File: src/rtl/frame_buf_pkg.sv
// Shared definitions for the RGB frame buffer sequencer: FSM state encoding,
// default buffer geometry and the memory rw encoding.
package frame_buf_pkg;

    typedef enum logic [3:0] {
        ST_IDLE      = 4'd0,
        ST_CLR_ISSUE = 4'd1,
        ST_CLR_WAIT  = 4'd2,
        ST_CAP_ISSUE = 4'd3,
        ST_CAP_WAIT  = 4'd4,
        ST_RD_READY  = 4'd5,
        ST_RD_ISSUE  = 4'd6,
        ST_RD_WAIT   = 4'd7,
        ST_DONE      = 4'd8,
        ST_DRAIN     = 4'd9,
        ST_ERROR     = 4'd10
    } fbState_t;

    localparam int DEF_N       = 2;
    localparam int DEF_M       = 2;
    localparam int FRAME_BYTES = 3 * DEF_N * DEF_M;

    localparam logic RW_READ  = 1'b0;
    localparam logic RW_WRITE = 1'b1;

endpackage

File: src/rtl/frame_buffer_ctrl_if.sv
// Control/status bundle between the frame sequencer (master) and the
// camera, grayscaler and R/W memory it coordinates (slave).
interface frame_buffer_ctrl_if #(
    parameter int CNT_W = 8
);
    logic             frame_start;
    logic             clear_en;
    logic             gray_ready;
    logic             gray_pause;
    logic             abort;
    logic             rwm_done;
    logic             rwm_enable;
    logic             rwm_rw;
    logic             rwm_clear;
    logic             cam_capture;
    logic             gray_start;
    logic             busy;
    logic             frame_done;
    logic             error;
    logic [CNT_W-1:0] frame_count;

    modport master (
        input  frame_start, clear_en, gray_ready, gray_pause, abort, rwm_done,
        output rwm_enable, rwm_rw, rwm_clear, cam_capture, gray_start,
               busy, frame_done, error, frame_count
    );

    modport slave (
        output frame_start, clear_en, gray_ready, gray_pause, abort, rwm_done,
        input  rwm_enable, rwm_rw, rwm_clear, cam_capture, gray_start,
               busy, frame_done, error, frame_count
    );
endinterface

File: src/rtl/fb_watchdog.sv
// Watchdog counter: clears, holds or advances; flags expiry on the cycle
// that would make the TIMEOUT-th counted cycle.
module fb_watchdog #(
    parameter int TIMEOUT = 64
) (
    input  logic clk,
    input  logic rst_n,
    input  logic i_clear,
    input  logic i_count,
    input  logic i_hold,
    output logic o_expire
);

    localparam int W = $clog2(TIMEOUT + 1);

    logic [W-1:0] r_count;

    always_ff @(posedge clk or negedge rst_n) begin
        if (!rst_n) begin
            r_count <= '0;
        end else if (i_clear) begin
            r_count <= '0;
        end else if (i_count && !i_hold) begin
            r_count <= r_count + 1'b1;
        end
    end

    assign o_expire = i_count && !i_hold && !i_clear && (r_count == W'(TIMEOUT - 1));

endmodule

File: src/rtl/frame_buffer_ctrl.sv
// Frame sequencer: optional clear, camera capture, then readout to the
// grayscaler, with watchdog, abort/drain path and completed-frame counter.
module frame_buffer_ctrl
    import frame_buf_pkg::*;
#(
    parameter int N       = 2,
    parameter int M       = 2,
    parameter int TIMEOUT = 64,
    parameter int CNT_W   = 8
) (
    input  logic                clk,
    input  logic                rst_n,
    frame_buffer_ctrl_if.master bus
);

    fbState_t         r_state;
    fbState_t         w_next;
    logic             r_memIdle;
    logic             r_error;
    logic [CNT_W-1:0] r_frameCount;
    logic             w_issuing;
    logic             w_counting;
    logic             w_wdClear;
    logic             w_expire;

    assign w_issuing  = (r_state == ST_CLR_ISSUE) || (r_state == ST_CAP_ISSUE) ||
                        (r_state == ST_RD_ISSUE);
    assign w_counting = (r_state == ST_CLR_WAIT) || (r_state == ST_CAP_WAIT) ||
                        (r_state == ST_RD_WAIT)  || (r_state == ST_DRAIN);
    assign w_wdClear  = !w_counting || bus.rwm_done || bus.abort;

    fb_watchdog #(
        .TIMEOUT (TIMEOUT)
    ) u_watchdog (
        .clk      (clk),
        .rst_n    (rst_n),
        .i_clear  (w_wdClear),
        .i_count  (w_counting),
        .i_hold   (bus.gray_pause),
        .o_expire (w_expire)
    );

    always_ff @(posedge clk or negedge rst_n) begin
        if (!rst_n) begin
            r_state      <= ST_IDLE;
            r_memIdle    <= 1'b1;
            r_error      <= 1'b0;
            r_frameCount <= '0;
        end else begin
            r_state <= w_next;

            if (r_state == ST_ERROR && bus.abort) begin
                r_memIdle <= 1'b1;
            end else if (w_issuing) begin
                r_memIdle <= 1'b0;
            end else if (bus.rwm_done) begin
                r_memIdle <= 1'b1;
            end

            if (w_next == ST_ERROR) begin
                r_error <= 1'b1;
            end else if (r_state == ST_IDLE && bus.frame_start && !bus.abort) begin
                r_error <= 1'b0;
            end

            if (r_state == ST_DONE && !bus.abort) begin
                r_frameCount <= r_frameCount + 1'b1;
            end
        end
    end

    always_comb begin
        w_next = r_state;
        case (r_state)
            ST_IDLE: begin
                if (bus.frame_start) begin
                    w_next = bus.clear_en ? ST_CLR_ISSUE : ST_CAP_ISSUE;
                end
            end
            ST_CLR_ISSUE: w_next = ST_CLR_WAIT;
            ST_CLR_WAIT: begin
                if (bus.rwm_done)  w_next = ST_CAP_ISSUE;
                else if (w_expire) w_next = ST_ERROR;
            end
            ST_CAP_ISSUE: w_next = ST_CAP_WAIT;
            ST_CAP_WAIT: begin
                if (bus.rwm_done)  w_next = ST_RD_READY;
                else if (w_expire) w_next = ST_ERROR;
            end
            ST_RD_READY: begin
                if (bus.gray_ready) w_next = ST_RD_ISSUE;
            end
            ST_RD_ISSUE: w_next = ST_RD_WAIT;
            ST_RD_WAIT: begin
                if (bus.rwm_done)  w_next = ST_DONE;
                else if (w_expire) w_next = ST_ERROR;
            end
            ST_DONE: w_next = ST_IDLE;
            ST_DRAIN: begin
                if (bus.rwm_done)  w_next = ST_IDLE;
                else if (w_expire) w_next = ST_ERROR;
            end
            ST_ERROR: w_next = ST_ERROR;
            default:  w_next = ST_IDLE;
        endcase

        // A command leaving in an ISSUE cycle already occupies the memory, so drain it.
        if (bus.abort) begin
            if (r_state == ST_ERROR) begin
                w_next = ST_IDLE;
            end else if (w_issuing) begin
                w_next = ST_DRAIN;
            end else if (r_memIdle || bus.rwm_done) begin
                w_next = ST_IDLE;
            end else begin
                w_next = ST_DRAIN;
            end
        end
    end

    assign bus.rwm_enable  = w_issuing;
    assign bus.rwm_rw      = ((r_state == ST_CAP_ISSUE) || (r_state == ST_CAP_WAIT)) ? RW_WRITE : RW_READ;
    assign bus.rwm_clear   = (r_state == ST_CLR_ISSUE) || (r_state == ST_CLR_WAIT);
    assign bus.cam_capture = (r_state == ST_CAP_ISSUE) || (r_state == ST_CAP_WAIT);
    assign bus.gray_start  = (r_state == ST_RD_ISSUE);
    assign bus.busy        = (r_state != ST_IDLE);
    assign bus.frame_done  = (r_state == ST_DONE);
    assign bus.error       = r_error;
    assign bus.frame_count = r_frameCount;

endmodule

File: src/flat_wrapper.sv
// flat-port wrapper written by rule: the top's interface ports become plain ports
module frame_buffer_ctrl_flat import frame_buf_pkg::*;
#(
    parameter int N       = 2,
    parameter int M       = 2,
    parameter int TIMEOUT = 64,
    parameter int CNT_W   = 8
)
  (clk, rst_n, bus_frame_start, bus_clear_en, bus_gray_ready, bus_gray_pause, bus_abort, bus_rwm_done, bus_rwm_enable, bus_rwm_rw, bus_rwm_clear, bus_cam_capture, bus_gray_start, bus_busy, bus_frame_done, bus_error, bus_frame_count);
  frame_buffer_ctrl_if #(.CNT_W(CNT_W)) bus_i ();
  input  logic clk;
  input  logic rst_n;
  input wire logic [$bits(bus_i.frame_start)-1:0] bus_frame_start;
  input wire logic [$bits(bus_i.clear_en)-1:0] bus_clear_en;
  input wire logic [$bits(bus_i.gray_ready)-1:0] bus_gray_ready;
  input wire logic [$bits(bus_i.gray_pause)-1:0] bus_gray_pause;
  input wire logic [$bits(bus_i.abort)-1:0] bus_abort;
  input wire logic [$bits(bus_i.rwm_done)-1:0] bus_rwm_done;
  output wire logic [$bits(bus_i.rwm_enable)-1:0] bus_rwm_enable;
  output wire logic [$bits(bus_i.rwm_rw)-1:0] bus_rwm_rw;
  output wire logic [$bits(bus_i.rwm_clear)-1:0] bus_rwm_clear;
  output wire logic [$bits(bus_i.cam_capture)-1:0] bus_cam_capture;
  output wire logic [$bits(bus_i.gray_start)-1:0] bus_gray_start;
  output wire logic [$bits(bus_i.busy)-1:0] bus_busy;
  output wire logic [$bits(bus_i.frame_done)-1:0] bus_frame_done;
  output wire logic [$bits(bus_i.error)-1:0] bus_error;
  output wire logic [$bits(bus_i.frame_count)-1:0] bus_frame_count;
  assign bus_i.frame_start = bus_frame_start;
  assign bus_i.clear_en = bus_clear_en;
  assign bus_i.gray_ready = bus_gray_ready;
  assign bus_i.gray_pause = bus_gray_pause;
  assign bus_i.abort = bus_abort;
  assign bus_i.rwm_done = bus_rwm_done;
  assign bus_rwm_enable = bus_i.rwm_enable;
  assign bus_rwm_rw = bus_i.rwm_rw;
  assign bus_rwm_clear = bus_i.rwm_clear;
  assign bus_cam_capture = bus_i.cam_capture;
  assign bus_gray_start = bus_i.gray_start;
  assign bus_busy = bus_i.busy;
  assign bus_frame_done = bus_i.frame_done;
  assign bus_error = bus_i.error;
  assign bus_frame_count = bus_i.frame_count;
  frame_buffer_ctrl #(.N(N), .M(M), .TIMEOUT(TIMEOUT), .CNT_W(CNT_W)) u_core (.clk(clk), .rst_n(rst_n), .bus(bus_i));
endmodule
File: config.mk
export PLATFORM = sky130hd
export DESIGN_NAME = frame_buffer_ctrl_flat
export DESIGN_NICKNAME = d
export VERILOG_FILES = /design/src/rtl/frame_buf_pkg.sv /design/src/rtl/frame_buffer_ctrl_if.sv /design/src/rtl/fb_watchdog.sv /design/src/rtl/frame_buffer_ctrl.sv /design/src/flat_wrapper.sv
export SDC_FILE = /design/constraint.sdc
export NUM_CORES = 1
export LEC_CHECK = 0
export ABC_CLOCK_PERIOD_IN_PS = 3440
export CAP_MARGIN = 20
export CORE_MARGIN = 2
export CORE_UTILIZATION = 35
export DETAILED_ROUTE_END_ITERATION = 10
export PLACE_DENSITY = 0.62
export SLEW_MARGIN = 20
export SYNTH_ARGS = -nofsm -noshare
export SYNTH_HDL_FRONTEND = slang
export SYNTH_SLANG_ARGS = --single-unit
File: constraint.sdc
create_clock -name clk -period 3.44 [get_ports clk]
set_input_delay 0.688 -clock clk [delete_from_list [all_inputs] [get_ports clk]]
set_output_delay 0.688 -clock clk [all_outputs]
set_load 0.01 [all_outputs]
==> run_results.csv <==
group,metric,value,unit
run_status,status,"finished clean",
clock_network,cts.sinks,21,
drt,dr.pass1.iters,4,
clock_network,cts-root-buf,"clkbuf_8",
clock_network,post_cts_buffers,0,
timing,setup_violations,0,
yosys,ys_async_sr_fraction,100.0,%
clock_network,hold_buffers,0,
yosys,synth.avg_cell_area,8.987,µm²
floorplanning,fp-row-count,22,
timing,rsz0062_at_grt,"no",
yosys,syn_area,1330,µm²
yosys,ys_seq_area_share,39.60,%
yosys,synth_common_cells,"dfrtp_1 (20), nor2_1 (19), nand2_1 (13), o21ai_0 (9), xnor2_1 (9)",
final_layout,fin_nets,178,
timing,tns,0,ns
timing,relSlewSlack,40.10,%
yosys,ys_ff_latch,21,
setup_path,cp.required,2.75,ns
drt,drtIter0Drc,86,
floorplanning,fp.dieH,65.65,µm
pwr,vdd_drop_max,0.0002936,V
global_routing,grt_max_degree,22,
final_layout,ff_latch_area,526.8,µm²
setup_path,crit_type,"reg2out",
global_routing,grt_pass1_wl,4933,µm
final_layout,drive_gt1_share,5.988,%
final_layout,multiInputGateArea,758.2,µm²
clock_network,insertion_delay,0.26,ns
floorplanning,core,3661,µm²
setup_path,crit_path_end_kind,"output pin",
yosys,yosysMostFrequentCell,"dfrtp_1",
clock_network,cts_max_level,1,
yosys,synth_warnings,0,
global_routing,grt_pass1_vias,1111,
final_layout,area_growth,22.11,%
final_layout,instances_no_fill,215,
min_path,hold_class,"reg2reg",
pwr,leakage,0.6477,nW
yosys,yosys.area.top_type_share,37.63,%
clock_network,cts_inserted_buffers,3,
yosys,synth_cell_type_count,46,
drt,wire_per_inst,13.31,µm
drt,vias,1138,
timing,slew_violations,0,
global_routing,track_usage,14.54,%
setup_path,r2r_cells,5,
place,dp.cells,211,
setup_path,worstPathArrival,2.16,ns
timing,fmaxAchievable,0.3510,GHz
clock_network,cts_tree,"done",
setup_path,cp-start-kind,"flop",
floorplanning,die-area,4309,µm²
pwr,power_density,631.5,nW/µm²
min_path,hold_depth,1,
timing,skew,0.004293,ns
timing,period_share,82.82,%
floorplanning,start_util,36.33,%
clock_network,cts_resized,0,
global_routing,antenna_found_initial,0,
timing,tightest_slew,0.8957,ns
yosys,syn-num-nets,158,
drt,ant_nets,0,
timing,finalHoldViolations,0,
floorplanning,io_pins,24,
clock_network,cts_buffer_depth,2,
final_layout,antenna_cells,0,
drt,drc_errors,0,
final_layout,nFillCells,374,
global_routing,grt-ovfl-total,0,
job,cap_violations,0,
yosys,synth-edff-count,0,
final_layout,final_util,44.36,%
timing,min_period,2.849,ns
place,place_hpwl,2099,µm
yosys,synth_ff_type,"dfrtp_1",
place,gp_congestion,0.8337,
yosys,yosysTopAreaCell,"dfrtp_1",
yosys,synthCells,148,
setup_path,cp_max_fo,21,
clock_network,clk_pin_slew,0.07,ns
drt,wl,2862,µm
floorplanning,die_w,65.65,µm
drt,viasPerCell,5.293,
place,io_buffers,23,
yosys,synth_area_leaders,"dfrtp_1 (38%), xnor2_1 (5.9%), nor2_1 (5.4%), nand2_1 (3.7%), o21ai_0 (3.4%)",
critical path: stages, from the launching register on:
cell and delay (ns):
dfrtp_1 0.74, nor2b_1 0.44, and2_1 0.19, clkdlybuf4s50_1 0.53
cell usage in the layout, fill, tap and decap left out, drive strengths merged, types with 5 or more instances in the layout:
| master | n |
|---|---|
| clkdlybuf4s50 | 23 |
| dfrtp | 20 |
| nor2 | 20 |
| nand2 | 13 |
| o21ai | 10 |
| xnor2 | 9 |
| nor2b | 7 |
| a21oi | 7 |
| nor3 | 5 |
| nand2b | 5 |
power breakdown:
part	internal, mW	leakage (nW)	total, mW	switching [mW]
sequential	0.300	0.281	0.410	0.110
combinational	0.236	0.344	0.460	0.223
clock	0.0824	0.0228	0.156	0.0735
registers in the layout (all words and copies together), names as in the netlist:
register                   count
u_core.bus.frame_count         8
u_core.u_watchdog.r_count      7
u_core.r_state                 4
u_core.bus.error               1
u_core.r_memIdle               1
metal layers:
| metal | up-vias | global-route usage (%) | wire length [µm] |
|---|---|---|---|
| met4 | 0 | 5.208 | 24 |
| met3 | 2 | 2.911 | 135 |
| met5 | - | 0 | 0 |
| met1 | 540 | 19.35 | 1352 |
| met2 | 38 | 23.36 | 1349 |
| li1 | 558 | - | - |
metrics by stage:
step	cell area, µm²	total power [mW]	setup WS (ns)	hold WS, ns
final	1624	1.026	0.5911	0.4814
after detailed placement	1579	0.8701	0.8861	0.4733
after floorplan	1330	0.6818	1.474	0.3924
after global placement	1579	0.8620	0.9170	0.4687
after global routing	1624	1.111	0.4315	0.5096
after CTS	1624	1.032	0.5950	0.4911
cells by family after synthesis:
logic type / synth area share, %
xor+xnor: 8.561
mux: 1.599
compound gates: 16.37
flops: 39.61
simple gates: 28.60
buf+inv: 3.386
fa+ha+maj: 1.881
final timing paths:
check | startpoint | endpoint | slack (ns)
worst max-delay path | u_core.r_state[2] | bus_gray_start | 0.59
min in group asynchronous | rst_n | u_core.bus.frame_count[1] | 0.94
worst max register to register | u_core.r_state[2] | u_core.bus.error | 1.40
worst min-delay path | u_core.bus.frame_count[7] | u_core.bus.frame_count[7] | 0.48
max in group asynchronous | rst_n | u_core.bus.frame_count[6] | 1.96
worst min register to register | u_core.bus.frame_count[7] | u_core.bus.frame_count[7] | 0.48
cell type report:
type,instances,area share (%)
Sequential cell,21,32.43
Timing Repair Buffer,23,14.18
Clock buffer,4,2.773
Multi-Input combinational cell,118,46.69
Inverter,1,0.2311
Tap cell,48,3.698
(Power assumes the default switching activity.)
